File: config.mk
export PLATFORM = sky130hd
export DESIGN_NAME = dtc_link_v2
export DESIGN_NICKNAME = d
export VERILOG_FILES = /design/src/rtl/dtc_pkg.sv /design/src/rtl/dtc_return_ser.sv /design/src/rtl/dtc_link_v2.sv
export SDC_FILE = /design/constraint.sdc
export NUM_CORES = 1
export LEC_CHECK = 0
export CAP_MARGIN = 20
export CORE_MARGIN = 4
export CORE_UTILIZATION = 59
export CTS_CLUSTER_SIZE = 28
export DETAILED_ROUTE_END_ITERATION = 8
export GPL_ROUTABILITY_DRIVEN = 1
export PLACE_DENSITY = 0.92
export SLEW_MARGIN = 25
export SYNTH_ARGS = -nofsm -noshare
export SYNTH_HDL_FRONTEND = slang
export SYNTH_SLANG_ARGS = --single-unit
File: constraint.sdc
create_clock -name dtc_clk -period 10.5 [get_ports dtc_clk]
set_input_delay 1.575 -clock dtc_clk [delete_from_list [all_inputs] [get_ports dtc_clk]]
set_output_delay 1.575 -clock dtc_clk [all_outputs]
set_load 0.03 [all_outputs]
File: src/rtl/dtc_pkg.sv
// Shared codes, FSM state types and fast-code lookup for the DTC link endpoint.
// Optional build macro used by the endpoint: DTC_PARITY_EN.
package dtc_pkg;

   localparam logic [7:0] RDOCMD   = 8'hE2;
   localparam logic [7:0] SCLKSYNC = 8'hE4;
   localparam logic [7:0] RSTCMD   = 8'hE8;
   localparam logic [7:0] STREQ    = 8'hE9;
   localparam logic [7:0] RJECTCMD = 8'hEA;
   localparam logic [7:0] ARDOEND  = 8'hEF;
   localparam logic [7:0] SLOWCMD  = 8'hE1;

   typedef enum logic [2:0] {IDLE, HDR, CODE, ADDR, DATA, PAR} dec_state_t;
   typedef enum logic [1:0] {R_IDLE, R_WAIT, R_SEND} rsp_state_t;

   function automatic logic is_fast_code(input logic [7:0] c);
      return (c == RDOCMD) || (c == SCLKSYNC) || (c == RSTCMD) ||
             (c == STREQ)  || (c == RJECTCMD) || (c == ARDOEND);
   endfunction

endpackage

File: src/rtl/dtc_return_ser.sv
// Slow-read response engine: waits for register data (or times out), then
// serialises a start bit plus DATA_W bits MSB-first onto dtc_return.
module dtc_return_ser
   import dtc_pkg::*;
#(
   parameter int          DATA_W       = 32,
   parameter int          RD_TIMEOUT   = 256,
   parameter logic [31:0] TIMEOUT_WORD = 32'hDEADBEEF
) (
   input  logic              clk,
   input  logic              rst,
   input  logic              start,
   input  logic [DATA_W-1:0] read_data,
   input  logic              data_vld,
   output logic              busy,
   output logic              rd_timeout,
   output logic              dtc_return
);

   localparam int TW = (RD_TIMEOUT > 2) ? $clog2(RD_TIMEOUT) : 1;
   localparam int BW = $clog2(DATA_W + 1);
   localparam logic [DATA_W-1:0] TO_WORD = DATA_W'(TIMEOUT_WORD);

   rsp_state_t        state, state_nx;
   logic [TW-1:0]     tcnt;
   logic [BW-1:0]     bcnt;
   logic [DATA_W-1:0] sr;
   logic              cap_data, cap_to;

   assign busy = (state != R_IDLE);

   always_ff @(posedge clk or posedge rst) begin
      if (rst) state <= R_IDLE;
      else     state <= state_nx;
   end

   // data_vld takes priority over an expiring timer on the same edge
   always_comb begin
      state_nx = state;
      cap_data = 1'b0;
      cap_to   = 1'b0;
      case (state)
         R_IDLE: if (start) state_nx = R_WAIT;
         R_WAIT: begin
            if (data_vld) begin
               cap_data = 1'b1;
               state_nx = R_SEND;
            end else if (tcnt == TW'(RD_TIMEOUT - 1)) begin
               cap_to   = 1'b1;
               state_nx = R_SEND;
            end
         end
         R_SEND: if (bcnt == BW'(DATA_W)) state_nx = R_IDLE;
         default: state_nx = R_IDLE;
      endcase
   end

   always_ff @(posedge clk or posedge rst) begin
      if (rst) begin
         tcnt       <= '0;
         bcnt       <= '0;
         sr         <= '0;
         dtc_return <= 1'b0;
         rd_timeout <= 1'b0;
      end else begin
         rd_timeout <= cap_to;
         case (state)
            R_IDLE: begin
               tcnt       <= '0;
               bcnt       <= '0;
               dtc_return <= 1'b0;
            end
            R_WAIT: begin
               tcnt <= tcnt + 1'b1;
               if (cap_data || cap_to) begin
                  sr         <= cap_data ? read_data : TO_WORD;
                  dtc_return <= 1'b1;
                  bcnt       <= '0;
               end
            end
            R_SEND: begin
               if (bcnt == BW'(DATA_W)) begin
                  dtc_return <= 1'b0;
               end else begin
                  dtc_return <= sr[DATA_W-1];
                  sr         <= {sr[DATA_W-2:0], 1'b0};
                  bcnt       <= bcnt + 1'b1;
               end
            end
            default: dtc_return <= 1'b0;
         endcase
      end
   end

endmodule

File: src/rtl/dtc_link_v2.sv
// DTC link endpoint: serial frame decoder for triggers, fast and slow commands.
// Build macro DTC_PARITY_EN appends an even-parity bit to slow frames.
module dtc_link_v2
   import dtc_pkg::*;
#(
   parameter int          ADDR_W       = 32,
   parameter int          DATA_W       = 32,
   parameter logic [7:0]  SLOW_CODE    = 8'hE1,
   parameter logic [7:0]  RST_CODE     = 8'hE8,
   parameter int          RD_TIMEOUT   = 256,
   parameter logic [31:0] TIMEOUT_WORD = 32'hDEADBEEF
) (
   input  logic              dtc_clk,
   input  logic              rst,
   input  logic              dtc_trig,
   output logic              dtc_return,
   output logic              trig_l0,
   output logic              trig_l1,
   output logic              fast_vld,
   output logic [7:0]        fast_code,
   output logic              rstcmd,
   output logic              write,
   output logic              rd_req,
   output logic [ADDR_W-1:0] address,
   output logic [DATA_W-1:0] write_data,
   input  logic [DATA_W-1:0] read_data,
   input  logic              data_vld,
   output logic              rd_timeout,
   output logic              rd_overrun,
   output logic              frame_err
);

   localparam int MAXW = (ADDR_W > DATA_W) ? ADDR_W : DATA_W;
   localparam int CW   = ($clog2(MAXW) > 3) ? $clog2(MAXW) : 3;
`ifdef DTC_PARITY_EN
   localparam int DSR_W = DATA_W;
`else
   localparam int DSR_W = DATA_W - 1;
`endif

   dec_state_t        state, state_nx;
   logic [CW-1:0]     cnt, cnt_nx;
   logic [3:0]        code_sr;
   logic [7:0]        code;
   logic [ADDR_W-1:0] addr_sr;
   logic [DSR_W-1:0]  data_sr;
   logic [DATA_W-1:0] data_full;
   logic              ev_l0, ev_l1, ev_fast, ev_slow, ev_err;
   logic              rd_flag, rd_issue, rsp_busy;

   // The three leading ones of a command byte are implied by reaching CODE
   assign code = {3'b111, code_sr, dtc_trig};
`ifdef DTC_PARITY_EN
   logic par;
   assign data_full = data_sr;
`else
   assign data_full = {data_sr, dtc_trig};
`endif
   assign rd_flag  = addr_sr[ADDR_W-1];
   assign rd_issue = ev_slow && rd_flag && !rsp_busy;

   always_ff @(posedge dtc_clk or posedge rst) begin
      if (rst) begin
         state <= IDLE;
         cnt   <= '0;
      end else begin
         state <= state_nx;
         cnt   <= cnt_nx;
      end
   end

   always_comb begin
      state_nx = state;
      cnt_nx   = cnt + 1'b1;
      ev_l0    = 1'b0;
      ev_l1    = 1'b0;
      ev_fast  = 1'b0;
      ev_slow  = 1'b0;
      ev_err   = 1'b0;
      case (state)
         IDLE: begin
            cnt_nx = '0;
            if (dtc_trig) state_nx = HDR;
         end
         HDR: begin
            if (!dtc_trig) begin
               state_nx = IDLE;
               cnt_nx   = '0;
               if (cnt == '0) ev_l0 = 1'b1;
               else           ev_l1 = 1'b1;
            end else if (cnt != '0) begin
               state_nx = CODE;
               cnt_nx   = '0;
            end
         end
         CODE: begin
            if (cnt == CW'(4)) begin
               state_nx = IDLE;
               cnt_nx   = '0;
               if (code == SLOW_CODE)      state_nx = ADDR;
               else if (is_fast_code(code)) ev_fast = 1'b1;
               else                         ev_err  = 1'b1;
            end
         end
         ADDR: begin
            if (cnt == CW'(ADDR_W - 1)) begin
               state_nx = DATA;
               cnt_nx   = '0;
            end
         end
         DATA: begin
            if (cnt == CW'(DATA_W - 1)) begin
               cnt_nx = '0;
`ifdef DTC_PARITY_EN
               state_nx = PAR;
`else
               state_nx = IDLE;
               ev_slow  = 1'b1;
`endif
            end
         end
         PAR: begin
            state_nx = IDLE;
            cnt_nx   = '0;
`ifdef DTC_PARITY_EN
            if (par ^ dtc_trig) ev_err  = 1'b1;
            else                ev_slow = 1'b1;
`endif
         end
         default: begin
            state_nx = IDLE;
            cnt_nx   = '0;
         end
      endcase
   end

   always_ff @(posedge dtc_clk or posedge rst) begin
      if (rst) begin
         code_sr <= '0;
         addr_sr <= '0;
         data_sr <= '0;
      end else begin
         case (state)
            CODE:    code_sr <= {code_sr[2:0], dtc_trig};
            ADDR:    addr_sr <= {addr_sr[ADDR_W-2:0], dtc_trig};
            DATA:    data_sr <= {data_sr[DSR_W-2:0], dtc_trig};
            default: ;
         endcase
      end
   end

`ifdef DTC_PARITY_EN
   always_ff @(posedge dtc_clk or posedge rst) begin
      if (rst)                                  par <= 1'b0;
      else if (state == CODE)                   par <= 1'b0;
      else if (state == ADDR || state == DATA)  par <= par ^ dtc_trig;
   end
`endif

   always_ff @(posedge dtc_clk or posedge rst) begin
      if (rst) begin
         trig_l0    <= 1'b0;
         trig_l1    <= 1'b0;
         fast_vld   <= 1'b0;
         fast_code  <= '0;
         rstcmd     <= 1'b0;
         write      <= 1'b0;
         rd_req     <= 1'b0;
         address    <= '0;
         write_data <= '0;
         rd_overrun <= 1'b0;
         frame_err  <= 1'b0;
      end else begin
         trig_l0   <= ev_l0;
         trig_l1   <= ev_l1;
         fast_vld  <= ev_fast;
         rstcmd    <= ev_fast && (code == RST_CODE);
         frame_err <= ev_err;
         write     <= ev_slow && !rd_flag;
         rd_req    <= rd_issue;
         if (ev_fast) fast_code <= code;
         if (ev_slow) address   <= addr_sr;
         if (ev_slow && !rd_flag) write_data <= data_full;
         // a read that arrives while a response is still pending is dropped
         if (ev_slow && rd_flag && rsp_busy) rd_overrun <= 1'b1;
      end
   end

   dtc_return_ser #(
      .DATA_W      (DATA_W),
      .RD_TIMEOUT  (RD_TIMEOUT),
      .TIMEOUT_WORD(TIMEOUT_WORD)
   ) u_ret (
      .clk       (dtc_clk),
      .rst       (rst),
      .start     (rd_issue),
      .read_data (read_data),
      .data_vld  (data_vld),
      .busy      (rsp_busy),
      .rd_timeout(rd_timeout),
      .dtc_return(dtc_return)
   );

endmodule
==> results.txt <==
Register-to-Register Setup Slack -> 7090 ps
Xor and xnor fraction of the mapped netlist area -> 0.4173%
# port buffers -> 117
GPL Wtd Cong -> 0.8177
Min Clock Period, post-route -> 3409 ps
WP data required -> 10830 ps
Number of diodes -> 0
Cell taking the most area after synthesis -> dfrtp_1
CP Capture Type -> flip-flop
Initial Util -> 60.24%
First-pass iteration count of the detailed router -> 5
Root buffer cell -> clkbuf_16
Largest net degree at the start of global routing -> 129
RSZ-0062 raised after global routing -> no
Worst-path fanout max -> 33
Final non-filler cell total -> 975
Hold depth -> 2
Fin. Hold Viols -> 0
Die area -> 16200 µm²
Post-synthesis async set-or-reset flop share -> 100.0%
Fin crit share -> 32.47%
Detailed-route via count -> 5535
Hold Path Class -> reg -> reg
Mux cell area share after synthesis -> 18.39%
Sequential share of the synthesized area -> 60.52%
All-Layer GR Usage -> 22.42%
Vias in the first global route -> 5978
DP HPWL -> 11450 µm
Post-synth EDFFs -> 0
Slew margin rel. -> 32.95%
DR WL/cell -> 18.38 µm
Placed Cells -> 938
# hold bufs at CTS -> 0
Leakage -> 5.011 nW
Maximum VDD drop -> 0.2216 mV
Synth area leaders -> dfrtp_1 61%, mux2_2 15%, nand2_1 4.7%
Total grt overflow -> 0
CTS max path bufs -> 3
Launching element type of the critical path -> flip-flop
Post-CTS sizing -> 0
Clk slew on worst S/H paths -> 60 ps
I/O pin cnt -> 118
Power Dens Cells -> 177.2 nW/µm²
Iter 0 DRT Violations -> 380
Fill count -> 849
Main synth FF type -> dfrtp_1
Core area -> 13930 µm²
Post-Syn Instances -> 672
DRT antenna net count -> 0
Synth Area in Simple Gates -> 9.808%
Initial antenna violation count -> 0
Die Y -> 127.3 µm
Post-CTS setup buffer count -> 0
Post-synth top area share -> 60.52%
Maxcap violations -> 0
Post-synthesis adder-cell area fraction -> 1.341%
Num rows -> 43
Die W -> 127.3 µm
Critical path arrival -> 3740 ps
Nets -> 826
Final Skew -> 9.721 ps
Run status -> finished clean
CTS tree -> yes
Area growth from synthesis to layout -> 23.48%
Sink Count -> 203
Share of cells above drive strength 1 -> 20.13%
Post-synthesis net count -> 717
Path depth of the worst reg2reg path -> 6
Yosys reg bits -> 203
Vias/cell -> 5.677
Slew @ Worst Pin -> 1005 ps
Synthesized cell area -> 8394 µm²
Fin util -> 74.38%
CP Class -> reg -> reg
Compound-cell area share of the yosys netlist -> 5.977%
Clock Latency Late Sink -> 480 ps
Setup TNS -> 0 ps
FMAX -> 293.3 MHz
Final Slew Violations -> 0
Total Wirelength -> 17920 µm
H-Tree Depth -> 1
Main combinational cell family by area after synthesis -> multiplexers
First-pass GRT wire length -> 30020 µm
Number of CTS-inserted buffers -> 21
Drt drc -> 0
YS warnings -> 0
Setup-failing EPs final -> 0
Distinct cells, synth -> 55
Syn avg cell area -> 12.49 µm²
==> placed cells by master (no fill, tap or decap), types with 5 or more instances in the layout <==
cell type        instances
a21oi_1                  8
a22o_1                  10
buf_4                    5
clkbuf_16               21
clkdlybuf4s50_1        117
clkinv_2                 5
dfrtp_1                203
ha_1                     9
inv_1                   33
mux2_2                 112
mux2i_1                 26
nand2_1                105
nand3_1                 12
nand4_1                  5
nor2_1                  12
nor3_1                   5
o21ai_0                 15
o22ai_1                 24
==> cell usage after synthesis (2+ instances only) <==
cell type	n
o21ai_0	15
inv_1	34
buf_2	4
o311ai_0	2
and2_1	2
and3_1	2
a22o_1	10
nor2_1	12
nand2b_1	3
clkbuf_1	24
nor3_1	5
mux2_1	2
nand4_1	5
nand3b_1	3
nor2b_1	3
nand2_1	105
nor3b_1	2
mux2i_1	26
ha_1	9
xnor2_1	3
a21o_1	2
and4_1	2
nor4b_1	3
o22ai_1	24
mux2_2	112
buf_4	8
a211oi_1	2
dfrtp_1	203
nand3_1	12
a21oi_1	8
==> cell type report <==
cell class / instances / area (µm²) / area share [%]
repair buffers: 122 / 1209 / 11.66
well taps: 180 / 225.2 / 2.173
clock inverters: 8 / 92.59 / 0.8933
multi-input cells: 399 / 3028 / 29.21
flip-flops and latches: 203 / 5080 / 49.01
clock buffers: 29 / 595.6 / 5.746
inverters: 34 / 135.1 / 1.304
==> where the power goes <==
part	switching (mW)	leakage [nW]	internal, mW
Clock	0.289	0.340	0.445
Combinational	0.111	2.00	0.109
Sequential	0.0530	2.67	0.830
Total	0.453	5.01	1.38
==> critical path, cell delays in order (launching register included) <==
cell     delay [ps]
dfrtp_1         370
inv_1            70
ha_1            440
inv_1           840
nand3_1         940
o22ai_1         420
mux2i_1         150
==> sequential cells by signal, summed over array words and instances (netlist names), 4 cells and up <==
| name | cells |
|---|---|
| data_sr | 31 |
| cnt | 5 |
| write_data | 32 |
| address | 32 |
| u_ret.sr | 32 |
| code_sr | 4 |
| u_ret.bcnt | 6 |
| u_ret.tcnt | 8 |
| addr_sr | 32 |
| fast_code | 6 |
==> cells by family after synthesis <==
logic type | Yosys count
flops | 203
mux | 140
xor+xnor | 4
fa+ha+maj | 9
simple gates | 171
buf+inv | 70
compound gates | 75
==> through the flow <==
step,hold slack [ps],setup WS [ps],area (µm²),total power [mW]
2_1_floorplan,440.2,3386,8394,1.040
3_3_place_gp,457.0,6843,9677,1.095
3_5_place_dp,462.6,6752,9677,1.112
4_1_cts,486.2,7152,10360,1.850
5_1_grt,508.4,6842,10360,1.908
6_report,486.8,7091,10360,1.836
==> final timing paths <==
| check | endpoint | from |
|---|---|---|
| setup / recovery | u_ret.sr[10] | u_ret.state[0] |
| max in group asynchronous | write_data[10] | rst |
| setup reg to reg | u_ret.sr[10] | u_ret.state[0] |
| hold / removal | address[31] | address[31] |
| hold reg to reg | address[31] | address[31] |
| min in group asynchronous | write_data[18] | rst |
==> routing by layer <==
layer	vias up	GRT usage, %	wire (µm)
met5	-	0	0
met4	0	5.868	415
met3	35	4.181	955
met2	172	38.09	9007
met1	2781	30.03	7545
li1	2547	-	-
Note: power is estimated with default switching activity, not from simulation.
